[src/rtl/fp16_mult_sched.sv]
// ============================================================================
//  Module   : fp16_mult_sched
//  Purpose  : Round-robin scheduler sharing one pipelined FP16 multiplier
//             among N_REQ requesters; results are routed back by an in-order
//             tag FIFO of requester IDs.
//  Revision : 1.0  initial release
// ============================================================================
`default_nettype none

module fp16_mult_sched #(
  parameter int N_REQ        = 4,
  parameter int IDW          = 2,
  parameter int MAX_INFLIGHT = 8
) (
  input  logic                            clk,
  input  logic                            rstn,
  input  logic [N_REQ-1:0]                req_valid,
  input  logic [16*N_REQ-1:0]             req_a,
  input  logic [16*N_REQ-1:0]             req_b,
  output logic [N_REQ-1:0]                req_ready,
  output logic [N_REQ-1:0]                rsp_valid,
  output logic [15:0]                     rsp_data,
  output logic [15:0]                     mult_a,
  output logic [15:0]                     mult_b,
  output logic                            mult_valid_in,
  input  logic [15:0]                     mult_result,
  input  logic                            mult_valid_out,
  output logic [$clog2(MAX_INFLIGHT):0]   inflight,
  output logic                            err_orphan
);

  localparam int c_ptr_w = $clog2(MAX_INFLIGHT);
  localparam logic [c_ptr_w:0] c_max = (c_ptr_w+1)'(MAX_INFLIGHT);

  logic [IDW-1:0]   r_rr_ptr;
  logic [c_ptr_w:0] r_wr_ptr;
  logic [c_ptr_w:0] r_rd_ptr;
  logic [c_ptr_w:0] r_inflight;
  logic [IDW-1:0]   r_tag_mem [MAX_INFLIGHT];
  logic [15:0]      r_mult_a;
  logic [15:0]      r_mult_b;
  logic             r_mult_valid_in;
  logic [N_REQ-1:0] r_rsp_valid;
  logic [15:0]      r_rsp_data;
  logic             r_err_orphan;

  logic             w_found;
  logic [IDW-1:0]   w_win;
  logic [IDW-1:0]   w_win_next;
  logic             w_can_issue;
  logic             w_issue;
  logic             w_empty;
  logic             w_pop;
  logic [IDW-1:0]   w_tag;

  // First valid requester at or after rr_ptr, wrapping around.
  always_comb begin
    w_found = 1'b0;
    w_win   = '0;
    for (int k = 0; k < N_REQ; k++) begin
      logic [IDW:0] idx;
      idx = {1'b0, r_rr_ptr} + (IDW+1)'(k);
      if (idx >= (IDW+1)'(N_REQ)) idx = idx - (IDW+1)'(N_REQ);
      if (!w_found && req_valid[idx]) begin
        w_found = 1'b1;
        w_win   = idx[IDW-1:0];
      end
    end
  end

  assign w_can_issue = (r_inflight < c_max);
  assign w_issue     = w_can_issue & w_found;
  assign w_win_next  = (w_win == IDW'(N_REQ-1)) ? '0 : w_win + 1'b1;
  assign w_empty     = (r_wr_ptr == r_rd_ptr);
  assign w_pop       = mult_valid_out & ~w_empty;
  assign w_tag       = r_tag_mem[r_rd_ptr[c_ptr_w-1:0]];

  for (genvar i = 0; i < N_REQ; i++) begin : g_ready
    assign req_ready[i] = w_issue && (w_win == IDW'(i));
  end

  // Tag storage needs no reset: the pointers define which entries are live.
  always_ff @(posedge clk) begin
    if (w_issue) r_tag_mem[r_wr_ptr[c_ptr_w-1:0]] <= w_win;
  end

  always_ff @(posedge clk or negedge rstn) begin
    if (!rstn) begin
      r_rr_ptr        <= '0;
      r_wr_ptr        <= '0;
      r_rd_ptr        <= '0;
      r_inflight      <= '0;
      r_mult_a        <= '0;
      r_mult_b        <= '0;
      r_mult_valid_in <= 1'b0;
      r_rsp_valid     <= '0;
      r_rsp_data      <= '0;
      r_err_orphan    <= 1'b0;
    end else begin
      r_mult_valid_in <= w_issue;
      if (w_issue) begin
        r_mult_a <= req_a[w_win*16 +: 16];
        r_mult_b <= req_b[w_win*16 +: 16];
        r_wr_ptr <= r_wr_ptr + 1'b1;
        r_rr_ptr <= w_win_next;
      end
      r_rsp_valid <= '0;
      if (w_pop) begin
        r_rd_ptr    <= r_rd_ptr + 1'b1;
        r_rsp_valid <= N_REQ'(1) << w_tag;
        r_rsp_data  <= mult_result;
      end
      if (mult_valid_out && w_empty) r_err_orphan <= 1'b1;
      case ({w_issue, w_pop})
        2'b10:   r_inflight <= r_inflight + 1'b1;
        2'b01:   r_inflight <= r_inflight - 1'b1;
        default: r_inflight <= r_inflight;
      endcase
    end
  end

  assign mult_a        = r_mult_a;
  assign mult_b        = r_mult_b;
  assign mult_valid_in = r_mult_valid_in;
  assign rsp_valid     = r_rsp_valid;
  assign rsp_data      = r_rsp_data;
  assign inflight      = r_inflight;
  assign err_orphan    = r_err_orphan;

endmodule

`default_nettype wire

[config.mk]
export PLATFORM = sky130hd
export DESIGN_NAME = fp16_mult_sched
export DESIGN_NICKNAME = d
export VERILOG_FILES = /design/src/rtl/fp16_mult_sched.sv
export SDC_FILE = /design/constraint.sdc
export NUM_CORES = 1
export LEC_CHECK = 0
export BUFFER_PORTS_ARGS = -buffer_cell sky130_fd_sc_hd__buf_2
export CORE_MARGIN = 8
export CORE_UTILIZATION = 48
export DETAILED_ROUTE_END_ITERATION = 10
export PLACE_DENSITY_LB_ADDON = 0.2
export REMOVE_ABC_BUFFERS = 1
export SETUP_SLACK_MARGIN = 0.3
export SLEW_MARGIN = 20
export SYNTH_ARGS = -nofsm -noshare
export SYNTH_HDL_FRONTEND = slang
export SYNTH_SLANG_ARGS = --single-unit
[constraint.sdc]
create_clock -name clk -period 4.3 [get_ports clk]
set_input_delay 0.215 -clock clk [delete_from_list [all_inputs] [get_ports clk]]
set_output_delay 0.215 -clock clk [all_outputs]
set_load 0.005 [all_outputs]
==> results by group <==
Floorplan
  • Row Count: 36
  • Area of the placeable core: 0.00968 mm^2
  • Area of the die: 0.0133 mm^2
  • Height of the die: 115 um
  • Starting density of the core: 0.489
  • I/O pin count: 213
  • Floorplan die width: 115 um

Global routing
  • Largest net degree at the start of global routing: 69
  • All-Layer GR Usage: 0.221
  • First-pass GRT wire length: 23,300 um
  • Number of global-route vias before repair: 4,710
  • Initial antenna violation count: 0
  • Overflow left after global routing: 0

Finish
  • Layout-stage area growth over the synthesis result: 28.2%
  • Post-layout utilization of the core: 0.626
  • Fraction of layout cells with a size suffix above 1: 0.370
  • Fill cell instance count of the final layout: 805
  • Area of combinational cells with multiple inputs: 0.00233 mm^2
  • Total area of sequential cells: 0.00218 mm^2
  • Most frequent cells in the layout: sky130_fd_sc_hd__buf_2, sky130_fd_sc_hd__nand2_1, sky130_fd_sc_hd__dfrtp_1
  • Final nets: 826
  • Final non-filler cell total: 805
  • Most common cell after layout, fill and taps aside: sky130_fd_sc_hd__buf_2

Yosys
  • Post-Syn Area per Cell: 9.90 um^2
  • Synth cell types: 40
  • Total of warnings raised by yosys: 0
  • Largest area contributor in the netlist: sky130_fd_sc_hd__dfrtp_1
  • Area share of the largest cell type after synthesis: 0.360
  • Share of synthesized area occupied by flip-flops and latches: 0.461
  • Number of storage elements in the synthesis netlist: 84
  • Cell count after synthesis: 478
  • Prevailing post-synth register cell: sky130_fd_sc_hd__dfrtp_1
  • Netlist area before placement: 0.00473 mm^2
  • Number of flops mapped to enable cells by yosys: 16
  • Share of synthesized flip-flops with an asynchronous set or reset: 0.810
  • Cells taking the most area after synthesis: sky130_fd_sc_hd__dfrtp_1, sky130_fd_sc_hd__edfxtp_1, sky130_fd_sc_hd__nand2_1, sky130_fd_sc_hd__mux2i_1, sky130_fd_sc_hd__a21o_1

Clock tree
  • Cell chosen for the clock root: sky130_fd_sc_hd__clkbuf_8
  • Count of buffers added by post-CTS timing repair for setup: 0
  • Max Root-Sink Buffers: 2
  • TritonCTS clock tree: yes
  • Clock latency reported for the late side of the worst-skew pair: 0.35 ns
  • Post-cts resize count: 0
  • Clock slew at the register clock pins of the worst setup and hold paths: 0.09 ns
  • H-Tree Depth: 3
  • Number of hold buffers added after CTS: 0
  • Number of CTS-inserted buffers: 9
  • Total number of clock tree sinks: 84

Setup path
  • Maximum fanout count along the critical path: 34
  • WP data required: 4.09 ns
  • Kind of end point of the critical path: primary output
  • Critical Setup Path Class: flop to primary output
  • Data arrival time of the critical path: 2.85 ns
  • Crit path launch type: flop

Timing
  • Max Slew Vio Count: 0
  • Setup TNS Final: 0 ns
  • Unrepaired setup endpoints after global routing: false
  • Count of endpoints failing hold in the final timing report: 37
  • Slew @ Worst Pin: 1.11 ns
  • Hold WS: -0.0294 ns
  • Worst-case clock skew: 0.0153 ns
  • Post-layout minimum cycle time: 3.07 ns
  • Setup violators final: 0
  • Headroom to the max-slew limit: 0.258
  • Fmax: 326 MHz
  • Portion of the clock cycle consumed by the worst path in the final layout: 0.713

Placed design
  • Final Wtd Congestion: 0.850
  • Inst Count DP: 788
  • Placed wire-length estimate after detailed placement: 11,100 um
  • Number of buffers added on ports: 212

Drt
  • Number of violations reported at the end of detailed-routing iteration 0: 375
  • Ratio of routed vias to standard cells: 5.65
  • Via Count: 4,551
  • Routed length per placed instance: 18.5 um
  • Final routed DRC violation total: 0
  • Wire length after detailed routing: 14,900 um
  • Number of detailed-route iterations in the first pass: 4
  • Antenna-violating nets left: 0

Power and ir drop
  • Total power: 3.99 mW
  • Cell Pwr Density: 658 mW/mm^2
  • Peak supply drop: 265 uV
  • Leakage: 3.04 nW

Status
  • Failing checks: hold timing
  • Outcome: finished with violations

Flow run
  • MaxCap Viol Count: 0

Worst hold path
  • Path type of the worst min-delay path: input pin to async pin
-- synth_stat cells, types with 4 or more instances --
| master | instances |
|---|---|
| sky130_fd_sc_hd__edfxtp_1 | 16 |
| sky130_fd_sc_hd__xor2_1 | 5 |
| sky130_fd_sc_hd__xnor2_1 | 10 |
| sky130_fd_sc_hd__inv_1 | 5 |
| sky130_fd_sc_hd__a21o_1 | 34 |
| sky130_fd_sc_hd__o211ai_1 | 32 |
| sky130_fd_sc_hd__o31ai_1 | 33 |
| sky130_fd_sc_hd__nor2_1 | 12 |
| sky130_fd_sc_hd__mux4_2 | 4 |
| sky130_fd_sc_hd__buf_2 | 12 |
| sky130_fd_sc_hd__nand4_1 | 34 |
| sky130_fd_sc_hd__ha_1 | 9 |
| sky130_fd_sc_hd__mux2i_1 | 34 |
| sky130_fd_sc_hd__clkbuf_1 | 27 |
| sky130_fd_sc_hd__and2_1 | 5 |
| sky130_fd_sc_hd__nand2_1 | 98 |
| sky130_fd_sc_hd__dfrtp_1 | 68 |
| sky130_fd_sc_hd__a21oi_1 | 4 |
-- through the flow --
stage	area [um^2]	setup slack [ns]
2_1_floorplan	4530	1.52
3_3_place_gp	5830	1.59
6_report	6070	1.23
4_1_cts	6060	1.20
3_5_place_dp	5830	1.42
5_1_grt	6060	0.974
-- layer usage --
metal	track usage	wire (um)	up-vias
li1	-	-	2116
met1	0.264	5880	2138
met2	0.374	7240	263
met3	0.0641	1360	34
met4	0.0771	378	0
met5	0	0	-
-- cell type report --
class | instances | area share
Antenna cell | 1 | 0.000412
Clock buffer | 11 | 0.0287
Clock inverter | 5 | 0.0101
Inverter | 6 | 0.00412
Multi-Input combinational cell | 345 | 0.384
Sequential cell | 84 | 0.360
Tap cell | 133 | 0.0274
Timing Repair Buffer | 220 | 0.185
-- sequential cells by signal, summed over array words and instances, names as in the netlist, 4 cells and up --
signal     flops
mult_a        16
mult_b        16
r_tag_mem     16
rsp_data      16
inflight       4
r_rd_ptr       4
r_wr_ptr       4
rsp_valid      4
-- logic make-up (layout without fill, tap and decap cells) --
family	after synthesis	after routing	synth area share
other	0	1	0
XOR/XNOR	15	15	0.0278
AO/OA/AOI/OAI	113	113	0.176
AND/OR/NAND/NOR	168	168	0.167
adder cells (fa/ha/maj)	9	9	0.0238
buffers and inverters	49	242	0.0481
multiplexers	40	40	0.0957
flip-flops	84	84	0.461
-- critical path, stage by stage, from the launching register on --
cell	delay, ns
sky130_fd_sc_hd__dfrtp_1	0.45
sky130_fd_sc_hd__nor2b_1	0.32
sky130_fd_sc_hd__o21a_2	0.64
sky130_fd_sc_hd__nor3_4	0.19
sky130_fd_sc_hd__inv_4	0.44
sky130_fd_sc_hd__ha_1	0.24
sky130_fd_sc_hd__and2_1	0.11
sky130_fd_sc_hd__buf_2	0.11
-- power by group --
| group | internal (mW) | leakage [nW] | switching, mW | total, mW |
|---|---|---|---|---|
| logic | 0.850 | 1.94 | 1.06 | 1.91 |
| registers | 1.17 | 0.980 | 0.259 | 1.43 |
| clock network | 0.344 | 0.117 | 0.307 | 0.651 |
-- final timing paths --
| check | start | end | slack (ns) | depth (start not counted) |
|---|---|---|---|---|
| worst max-delay path | r_rr_ptr[1] | req_ready[0] | 1.23 | 7 |
| worst min-delay path | rstn | rsp_valid[0] | -0.03 | 1 |
| worst max register to register | r_rd_ptr[0] | inflight[2] | 1.43 | 11 |
| worst min register to register | rsp_data[5] | rsp_data[5] | 0.48 | 2 |
| max in group asynchronous | rstn | mult_a[6] | 3.75 | 1 |
| min in group clk | mult_result[6] | rsp_data[6] | 0.05 | 3 |
Note: power is estimated with default switching activity, not from simulation.
